### config.mk
export PLATFORM = sky130hd
export DESIGN_NAME = pc_fetch_stage_flat
export DESIGN_NICKNAME = d
export VERILOG_FILES = /design/src/rtl/fetch_pkg.sv /design/src/rtl/pc_fetch_stage_if.sv /design/src/rtl/pc_adder32.sv /design/src/rtl/pc_fetch_stage.sv /design/src/flat_wrapper.sv
export SDC_FILE = /design/constraint.sdc
export NUM_CORES = 1
export LEC_CHECK = 0
export BUFFER_PORTS_ARGS = -buffer_cell sky130_fd_sc_hd__clkbuf_2
export CORE_AREA = 3 3 109 153
export DETAILED_ROUTE_END_ITERATION = 6
export DIE_AREA = 0 0 112 156
export PLACE_DENSITY = 0.61
export SETUP_SLACK_MARGIN = 0.1
export SYNTH_ARGS = -nofsm -noshare
export SYNTH_HDL_FRONTEND = slang
export SYNTH_HIERARCHICAL = 1
export SYNTH_SLANG_ARGS = --single-unit
### constraint.sdc
create_clock -name clk -period 2.3 [get_ports clk]
set_input_delay 0.575 -clock clk [delete_from_list [all_inputs] [get_ports clk]]
set_output_delay 0.575 -clock clk [all_outputs]
set_load 0.02 [all_outputs]
### src/rtl/fetch_pkg.sv
// Shared constants and state encoding for the instruction fetch stage.
package fetch_pkg;

  localparam int          WORD_W = 32;
  localparam logic [31:0] PC_INC = 32'd4;

  typedef enum logic [1:0] {
    IDLE  = 2'd0,
    REQ   = 2'd1,
    VALID = 2'd2
  } fetch_state_t;

endpackage

### src/rtl/pc_fetch_stage_if.sv
// Bundles the instruction-memory bus and the decode-side handshake of the fetch stage.
interface pc_fetch_stage_if;
  import fetch_pkg::*;

  // Memory side: imem_ack only counts while imem_req=1. Decode side: instr_valid is
  // held until the cycle stall=0 is seen with it high; that cycle consumes the word.
  logic              imem_req;
  logic [WORD_W-1:0] imem_addr;
  logic              imem_ack;
  logic [WORD_W-1:0] imem_rdata;

  logic              stall;
  logic              branch_taken;
  logic [WORD_W-1:0] branch_target;
  logic [WORD_W-1:0] instr_out;
  logic [WORD_W-1:0] pc_out;
  logic              instr_valid;

  modport master (
    output imem_req, imem_addr, instr_out, pc_out, instr_valid,
    input  imem_ack, imem_rdata, stall, branch_taken, branch_target
  );

  modport slave (
    input  imem_req, imem_addr, instr_out, pc_out, instr_valid,
    output imem_ack, imem_rdata, stall, branch_taken, branch_target
  );

endinterface

### src/rtl/pc_adder32.sv
// 32-bit PC incrementer; wraps modulo 2^32 with the carry dropped.
module pc_adder32
  import fetch_pkg::*;
(
  input  logic [WORD_W-1:0] i_pc,
  output logic [WORD_W-1:0] o_pc_inc
);

  assign o_pc_inc = i_pc + PC_INC;

endmodule

### src/rtl/pc_fetch_stage.sv
// Single-outstanding-request fetch stage: request, capture on ack, hand to decode.
module pc_fetch_stage
  import fetch_pkg::*;
#(
  parameter logic [31:0] RESET_PC = 32'h0000_0000
) (
  input  logic              clk,
  input  logic              reset,
  pc_fetch_stage_if.master  fetch,
  output fetch_state_t      o_dbg_state
);

  fetch_state_t      r_state;
  logic [WORD_W-1:0] r_pc;
  logic [WORD_W-1:0] r_instr;
  logic [WORD_W-1:0] r_pc_out;
  logic              r_valid;

  fetch_state_t      w_next_state;
  logic              w_imem_req;
  logic              w_capture;
  logic              w_pc_load;
  logic              w_valid_next;
  logic [WORD_W-1:0] w_pc_plus4;
  logic [WORD_W-1:0] w_target;
  logic [WORD_W-1:0] w_pc_next;
  logic              w_unused;

  pc_adder32 u_adder (
    .i_pc     (r_pc),
    .o_pc_inc (w_pc_plus4)
  );

  // Redirect targets are always word aligned; the low bits are dropped on entry.
  assign w_target  = {fetch.branch_target[WORD_W-1:2], 2'b00};
  assign w_unused  = &{1'b0, fetch.branch_target[1:0]};
  assign w_pc_next = fetch.branch_taken ? w_target : w_pc_plus4;

  always_comb begin
    w_next_state = r_state;
    w_imem_req   = 1'b0;
    w_capture    = 1'b0;
    w_pc_load    = 1'b0;
    w_valid_next = r_valid;
    case (r_state)
      IDLE: begin
        w_next_state = REQ;
      end
      REQ: begin
        w_imem_req = 1'b1;
        if (fetch.branch_taken) begin
          w_pc_load    = 1'b1;
          w_valid_next = 1'b0;
          w_next_state = REQ;
        end else if (fetch.imem_ack) begin
          w_capture    = 1'b1;
          w_pc_load    = 1'b1;
          w_valid_next = 1'b1;
          w_next_state = VALID;
        end
      end
      VALID: begin
        if (fetch.branch_taken) begin
          w_pc_load    = 1'b1;
          w_valid_next = 1'b0;
          w_next_state = REQ;
        end else if (!fetch.stall) begin
          w_valid_next = 1'b0;
          w_next_state = REQ;
        end
      end
      default: begin
        w_next_state = IDLE;
        w_valid_next = 1'b0;
      end
    endcase
  end

  always_ff @(posedge clk) begin
    if (reset) begin
      r_state  <= IDLE;
      r_pc     <= RESET_PC;
      r_instr  <= '0;
      r_pc_out <= '0;
      r_valid  <= 1'b0;
    end else begin
      r_state <= w_next_state;
      r_valid <= w_valid_next;
      if (w_pc_load) begin
        r_pc <= w_pc_next;
      end
      // Only a real capture updates the decode-facing word and its address.
      if (w_capture) begin
        r_instr  <= fetch.imem_rdata;
        r_pc_out <= r_pc;
      end
    end
  end

  assign fetch.imem_req    = w_imem_req;
  assign fetch.imem_addr   = r_pc;
  assign fetch.instr_out   = r_instr;
  assign fetch.pc_out      = r_pc_out;
  assign fetch.instr_valid = r_valid;
  assign o_dbg_state       = r_state;

endmodule

### src/flat_wrapper.sv
// flat-port wrapper written by rule: the top's interface ports become plain ports
module pc_fetch_stage_flat import fetch_pkg::*;
#(
  parameter logic [31:0] RESET_PC = 32'h0000_0000
)
  (clk, reset, o_dbg_state, fetch_imem_req, fetch_imem_addr, fetch_instr_out, fetch_pc_out, fetch_instr_valid, fetch_imem_ack, fetch_imem_rdata, fetch_stall, fetch_branch_taken, fetch_branch_target);
  pc_fetch_stage_if fetch_i ();
  input  logic clk;
  input  logic reset;
  output fetch_state_t o_dbg_state;
  output wire logic [$bits(fetch_i.imem_req)-1:0] fetch_imem_req;
  output wire logic [$bits(fetch_i.imem_addr)-1:0] fetch_imem_addr;
  output wire logic [$bits(fetch_i.instr_out)-1:0] fetch_instr_out;
  output wire logic [$bits(fetch_i.pc_out)-1:0] fetch_pc_out;
  output wire logic [$bits(fetch_i.instr_valid)-1:0] fetch_instr_valid;
  input wire logic [$bits(fetch_i.imem_ack)-1:0] fetch_imem_ack;
  input wire logic [$bits(fetch_i.imem_rdata)-1:0] fetch_imem_rdata;
  input wire logic [$bits(fetch_i.stall)-1:0] fetch_stall;
  input wire logic [$bits(fetch_i.branch_taken)-1:0] fetch_branch_taken;
  input wire logic [$bits(fetch_i.branch_target)-1:0] fetch_branch_target;
  assign fetch_imem_req = fetch_i.imem_req;
  assign fetch_imem_addr = fetch_i.imem_addr;
  assign fetch_instr_out = fetch_i.instr_out;
  assign fetch_pc_out = fetch_i.pc_out;
  assign fetch_instr_valid = fetch_i.instr_valid;
  assign fetch_i.imem_ack = fetch_imem_ack;
  assign fetch_i.imem_rdata = fetch_imem_rdata;
  assign fetch_i.stall = fetch_stall;
  assign fetch_i.branch_taken = fetch_branch_taken;
  assign fetch_i.branch_target = fetch_branch_target;
  pc_fetch_stage #(.RESET_PC(RESET_PC)) u_core (.clk(clk), .reset(reset), .fetch(fetch_i), .o_dbg_state(o_dbg_state));
endmodule
==> out/qor.yml, run 1 <==
routing:
  ant_nets: 0
  vias_per_cell: 4.77
  drt_iter0_drc: 164
  wl_um: 13600
  drc: 0
  wl_per_cell_um: 15.2
  first_pass_iters: 4
  vias: 4284
timing:
  drv_slew: 0
  setup_tns_ns: 0
  max_slew_margin_pct: 67.8
  finalClockSkew_ns: 0.00870
  fmaxAchievable_ghz: 0.499
  hold_viol: 0
  whs_ns: 0.436
  finalCritPeriodShare_pct: 87.1
  worstMarginPinSlew_ns: 0.480
  setup-violations-final: 0
  finalCriticalPeriod_ns: 2.00
  rsz0062_at_grt: "false"
global_routing:
  grt.overflow.total: 0
  grt_antenna_before_repair: 0
  gr-usage-all-layers_pct: 15.2
  grt_max_degree: 66
  grt_pass1_wl_um: 21500
  grt_pass1_vias: 4091
critical_path:
  crit_buf_inv: 1
  critPathMostFrequentCell: "nand4_1"
  cp_top_family: "simple AND/OR/NAND/NOR gates"
  critical_path_class: "reg -> reg"
  critPathMaxStageDelay_ns: 0.47
  crit_path_end_kind: "register"
  critPathArrivalTime_ns: 2.28
  crit_chain: "nand4_1 -> nor4_4 -> buf_4 -> nand4_1 -> xnor2_1 -> mux2i_1 -> a211oi_2"
  cp_data_required_time_ns: 2.58
  crit_slowest_cell: "dfxtp_1"
  cp_max_fo: 8
  start_kind: "register"
power:
  powerDensity_nw_per_um2: 700
  seqPwrFrac_pct: 44.7
  power_switching_share_pct: 29.3
  p_sw_mw: 1.23
  ir_drop_v: 0.000324
  power_frac_clock_pct: 37.0
  internal_power_mw: 2.98
  p_leak_nw: 2.52
  p_comb_share_pct: 18.3
clock_tree:
  clkTransAtPathRegs_ns: 0.07
  clkLatencyLatePin_ns: 0.35
  cts_tree: "done"
  post_cts_buffers: 0
  cts.sinks: 99
  cts_buffers: 9
  cts-root-buf: "clkbuf_16"
  clockBufferDepth: 2
  htreeDepth: 3
synthesis:
  syn_avg_cell_area_um2: 8.57
  syn_inst: 537
  ys_seq_area_share_pct: 43.0
  synth_nets: 611
  yosys_warnings: 6
  syn_area_um2: 4600
  synth_cell_type_count: 39
  synth_seq_cells: 99
  synth_flop_cell: "dfxtp_1"
  synth_edf_count: 0
  async_flop_share_pct: 0
placement:
  io_buffers: 166
  gp_congestion: 0.784
  placed_cells: 882
  postPlaceCellArea_um2: 5710
  hpwl_um: 9430
layout:
  multi_input_comb_area_um2: 2390
  layout_common_cells: "165 x clkbuf_2, 142 x nand2_1, 99 x dfxtp_1"
  antenna_cells: 0
  finalNonFillerCells: 898
  layout_commonest_cell: "clkbuf_2"
  layout.nets: 771
  drive_above_1_share_pct: 34.9
  area_growth_pct: 30.7
  finalInstanceArea_um2: 6020
  regArea_um2: 1980
  fillers: 1646
hold_path:
  hold_path_class: "in -> reg"
die:
  start_util_pct: 29.8
  pin_count: 169
  coreArea_um2: 15500
  dieWidth_um: 112
  fp.dieArea_um2: 17500
  rows: 54
  fp.dieH_um: 156
run_status:
  outcome: "finished, final reports clean"
job:
  drv_cap: 0
-- final cells by class --
cell class | count | area share (%)
well taps | 196 | 4.07
multi-input cells | 390 | 39.8
inverters | 6 | 0.374
flip-flops and latches | 99 | 32.9
clock buffers | 10 | 3.97
repair buffers | 191 | 17.8
clock inverters | 6 | 1.08
-- stage by stage --
stage                     setup slack [ns]  util (%)  power [mW]
after floorplan                      0.346         -        2.42
after global placement               0.311      36.9        2.69
after detailed placement             0.254      36.9        2.70
after CTS                            0.247      38.9        4.28
after global routing                 0.154      38.9        4.42
final                                0.298      38.9        4.21
-- worst register-to-register path, cell delays in order (launching register included) --
cell and delay (ns):
dfxtp_1 0.47, nand4_1 0.26, nor4_4 0.33, buf_4 0.21, nand4_1 0.17, xnor2_1 0.19
mux2i_1 0.10, a211oi_2 0.21
-- timing repair --
item	in CTS	in global routing
gates resized for setup	0	1
hold buffers	0	0
hold endpoints to repair	0	0
endpoints found under the setup margin	0	6
-- routing by layer --
metal | global-route usage (%) | wire length (um)
met5 | 0 | 0
met4 | 5.50 | 246
met3 | 3.73 | 540
met2 | 27.2 | 7130
met1 | 17.6 | 5690
-- final timing paths --
kind	from	end	slack (ns)	depth (start not counted)
max	u_core/fetch.imem_addr[5]$_SDFFE_PP0P_	u_core/fetch.imem_addr[31]$_SDFFE_PP0P_	0.30	7
min	fetch_imem_rdata[28]	u_core/fetch.instr_out[28]$_SDFFE_PP0P_	0.44	3
max reg2reg	u_core/fetch.imem_addr[5]$_SDFFE_PP0P_	u_core/fetch.imem_addr[31]$_SDFFE_PP0P_	0.30	7
min reg2reg	u_core/fetch.pc_out[2]$_SDFFE_PP0P_	u_core/fetch.pc_out[2]$_SDFFE_PP0P_	0.46	2
-- state kept, by name (all words and copies together), names as in the netlist --
signal	flops
u_core/o_dbg_state	2
u_core/fetch.instr_valid	1
u_core/fetch.imem_addr	32
u_core/fetch.pc_out	32
u_core/fetch.instr_out	32
-- power groups by stage --
stage          sequential (mW)  clock, mW  combinational [mW]
3_3_place_gp              1.92          0               0.768
2_1_floorplan             2.03          0               0.385
4_1_cts                   1.89       1.61               0.777
6_report                  1.89       1.56               0.771
5_1_grt                   1.90       1.68               0.840
3_5_place_dp              1.93          0               0.774
-- cell usage after synthesis, types with 5 or more instances --
cell type / instances / area share, %
dfxtp_1: 99 / 43
nand4_1: 9 / 1.2
inv_1: 6 / 0.49
nand3_1: 11 / 1.2
nand2_1: 142 / 12
mux2i_1: 30 / 6.5
clkbuf_1: 27 / 2.2
xor2_1: 7 / 1.3
a21oi_1: 64 / 7.0
nor3_1: 34 / 3.7
a211oi_2: 28 / 7.6
buf_2: 8 / 0.87
nor2_1: 9 / 0.73
xnor2_1: 21 / 4.0
buf_6: 5 / 1.2
ha_1: 5 / 1.4
-- cell families (layout without fill, tap and decap cells) --
| group | count (synthesis) | count (layout) | share of synthesized area [%] |
|---|---|---|---|
| xor gates and xnor gates | 28 | 28 | 5.33 |
| AOI/OAI and AO/OA | 102 | 102 | 16.3 |
| adders and majority gates | 5 | 5 | 1.36 |
| DFF | 99 | 99 | 43.0 |
| buffers and inverters | 48 | 213 | 5.11 |
| and+or+nand+nor | 224 | 224 | 22.1 |
| muxes | 31 | 31 | 6.77 |
Power figures use the tool's default switching activity.
==> run 2, diff against run 1 <==
- CORE_AREA: 3 3 109 153 -> 3 3 128 130
- DIE_AREA: 0 0 112 156 -> 0 0 131 133
- PLACE_DENSITY: 0.61 -> 0.62
==> out/qor.yml, run 2 (synthesis results as in run 1) <==
critical_path:
  rrSetupSlack_ns: 0.29  # about the same
  cp.depth: 7  # unchanged
  cp_top_family: "simple AND/OR/NAND/NOR gates"
  crit_path_end_kind: "register"
  r2r_cells: 7  # unchanged
  critPathArrivalTime_ns: 2.28  # about the same
  cp_max_fo: 8  # unchanged
  start_kind: "register"
  timing.rr.end: "u_core/fetch.imem_addr[31]$_SDFFE_PP0P_"
  critical_path_class: "reg -> reg"
  cp_data_required_time_ns: 2.57  # about the same
  crit_start: "u_core/fetch.imem_addr[5]$_SDFFE_PP0P_"
  crit_buf_inv: 1  # unchanged
  crit_chain: "nand4_1 -> nor4_4 -> buf_4 -> nand4_1 -> xnor2_1 -> mux2i_1 -> a211oi_2"
  crit_slowest_cell: "dfxtp_1"
  critPathMaxStageDelay_ns: 0.48  # about the same
  crit_end: "u_core/fetch.imem_addr[31]$_SDFFE_PP0P_"
  critPathMostFrequentCell: "nand4_1"
  rr_startpoint: "u_core/fetch.imem_addr[5]$_SDFFE_PP0P_"
placement:
  io_buffers: 166  # unchanged
  postPlaceCellArea_um2: 5710  # about the same
  gp_congestion: 0.769  # -1.9%
  place_ws_ns: 0.247  # -0.00737 ns
  hpwl_um: 9480  # +0.52%
job:
  drv_cap: 0  # unchanged
die:
  pin_count: 169  # unchanged
  rows: 45  # -17%
  dieWidth_um: 131  # +17%
  fp.dieH_um: 133  # -15%
  fp.dieArea_um2: 17400  # -0.28%
  start_util_pct: 30.2  # +0.42 points
  coreArea_um2: 15300  # -1.4%
timing:
  setup-violations-final: 0  # unchanged
  rsz0062_at_grt: "false"
  max_slew_margin_pct: 70.0  # +2.2 points
  worstMarginPinSlew_ns: 0.447  # -0.0327 ns
  finalClockSkew_ns: 0.00753  # -0.00118 ns
  finalCritPeriodShare_pct: 87.4  # +0.32 points
  drv_slew: 0  # unchanged
  worst_slack_ns: 0.291  # -0.00725 ns
  setup_tns_ns: 0  # unchanged
  hold_viol: 0  # unchanged
  finalCriticalPeriod_ns: 2.01  # +0.00725 ns
  fmaxAchievable_ghz: 0.498  # -0.36%
layout:
  drive_above_1_share_pct: 34.6  # -0.28 points
  layout_commonest_cell: "clkbuf_2"
  multi_input_comb_area_um2: 2390  # unchanged
  layout_common_cells: "165 x clkbuf_2, 142 x nand2_1, 99 x dfxtp_1"
  fin_util_pct: 39.4  # +0.51 points
  layout.nets: 769  # -0.26%
  area_growth_pct: 30.6  # about the same
  fillers: 1606  # -2.4%
  regArea_um2: 1980  # unchanged
  finalInstanceArea_um2: 6010  # about the same
global_routing:
  grt_pass1_wl_um: 21600  # +0.42%
  grt_max_degree: 43  # -35%
  grt_antenna_before_repair: 0  # unchanged
  gr-usage-all-layers_pct: 15.6  # +0.41 points
  grt.overflow.total: 0  # unchanged
  grt_pass1_vias: 4203  # +2.7%
routing:
  first_pass_iters: 4  # unchanged
  drc: 0  # unchanged
  ant_nets: 0  # unchanged
  wl_um: 13500  # -1.1%
  vias_per_cell: 4.69  # -1.7%
  vias: 4273  # -0.26%
  wl_per_cell_um: 14.8  # -2.5%
  drt_iter0_drc: 244  # +49%
power:
  powerDensity_nw_per_um2: 693  # -0.96%
  power_mw: 4.17  # -1.0%
  seqPwrFrac_pct: 45.4  # +0.7 points
  p_leak_nw: 2.50  # -0.99%
  p_comb_share_pct: 18.1  # -0.2 points
  power_frac_clock_pct: 36.5  # -0.5 points
  p_sw_mw: 1.23  # -0.32%
  power_switching_share_pct: 29.5  # +0.21 points
  ir_drop_v: 0.000403  # +24%
  internal_power_mw: 2.94  # -1.3%
hold_path:
  hold_path_class: "in -> reg"
  min_path_cells: 3  # unchanged
clock_tree:
  post_cts_resized: 0  # unchanged
  cts.sinks: 99  # unchanged
  clockBufferDepth: 2  # unchanged
  clkLatencyLatePin_ns: 0.35  # about the same
  cts_tree: "done"
  cts-root-buf: "clkbuf_16"
  post_cts_buffers: 0  # unchanged
  cts_buffers: 9  # unchanged
  clkTransAtPathRegs_ns: 0.07  # about the same
  htreeDepth: 3  # unchanged
  holdBufCountCts: 0  # unchanged
run_status:
  outcome: "finished, final reports clean"
[run 2: cell count changes in the layout (fill, tap and decap cells not counted), sizes merged]
cell | before | now
buf | 26 | 24
clkbuf | 175 | 174
clkinv | 4 | 3
clkinvlp | 1 | 2
diode | 0 | 1
[run 2: power by group through the flow]
| stage | registers [mW] | clock network (mW) | logic [mW] |
|---|---|---|---|
| 2_1_floorplan | 2.03 | 0 | 0.385 |
| 3_3_place_gp | 1.93 | 0 | 0.755 |
| 3_5_place_dp | 1.93 | 0 | 0.761 |
| 4_1_cts | 1.89 | 1.58 | 0.763 |
| 5_1_grt | 1.91 | 1.64 | 0.827 |
| 6_report | 1.89 | 1.52 | 0.755 |
[run 2: worst min-delay path, delay by kind of cell]
kind,cells,cell delay (ns)
AOI/OAI and AO/OA,1,0.05
buffers and inverters,1,0.08
and+or+nand+nor,1,0.04
[run 2: how the worst min path moves through the flow]
stage / start / end / slack [ns]
after floorplan: u_core/fetch.instr_out[31]$_SDFFE_PP0P_ / u_core/fetch.instr_out[31]$_SDFFE_PP0P_ / 0.53
after global placement: u_core/fetch.instr_out[20]$_SDFFE_PP0P_ / u_core/fetch.instr_out[20]$_SDFFE_PP0P_ / 0.44
after detailed placement: u_core/fetch.instr_out[21]$_SDFFE_PP0P_ / u_core/fetch.instr_out[21]$_SDFFE_PP0P_ / 0.45
after CTS: fetch_imem_rdata[21] / u_core/fetch.instr_out[21]$_SDFFE_PP0P_ / 0.42
after global routing: fetch_imem_rdata[10] / u_core/fetch.instr_out[10]$_SDFFE_PP0P_ / 0.42
final: fetch_imem_rdata[12] / u_core/fetch.instr_out[12]$_SDFFE_PP0P_ / 0.43
[run 2: stage by stage]
step	hold slack (ns)	std cells
after CTS	0.417	910
after global routing	0.417	910
after floorplan	0.533	537
after detailed placement	0.446	895
final	0.433	911
after global placement	0.442	895
[run 2: final cells by class]
cell class	count	area share, %
timing repair buffer	189	17.6
multi-input combinational	390	39.8
clock inverter	6	1.12
tap	211	4.39
inverter	6	0.375
clock buffer	9	3.75
antenna	1	0.0416
sequential	99	33.0
[run 2: layer usage]
layer	vias to the layer above	part of all wire (%)	track usage (%)
li1	2157	-	-
met4	0	0.91	3.71
met2	138	45	24.6
met5	-	0	0
met1	1970	46	20.0
met3	8	8.0	6.22
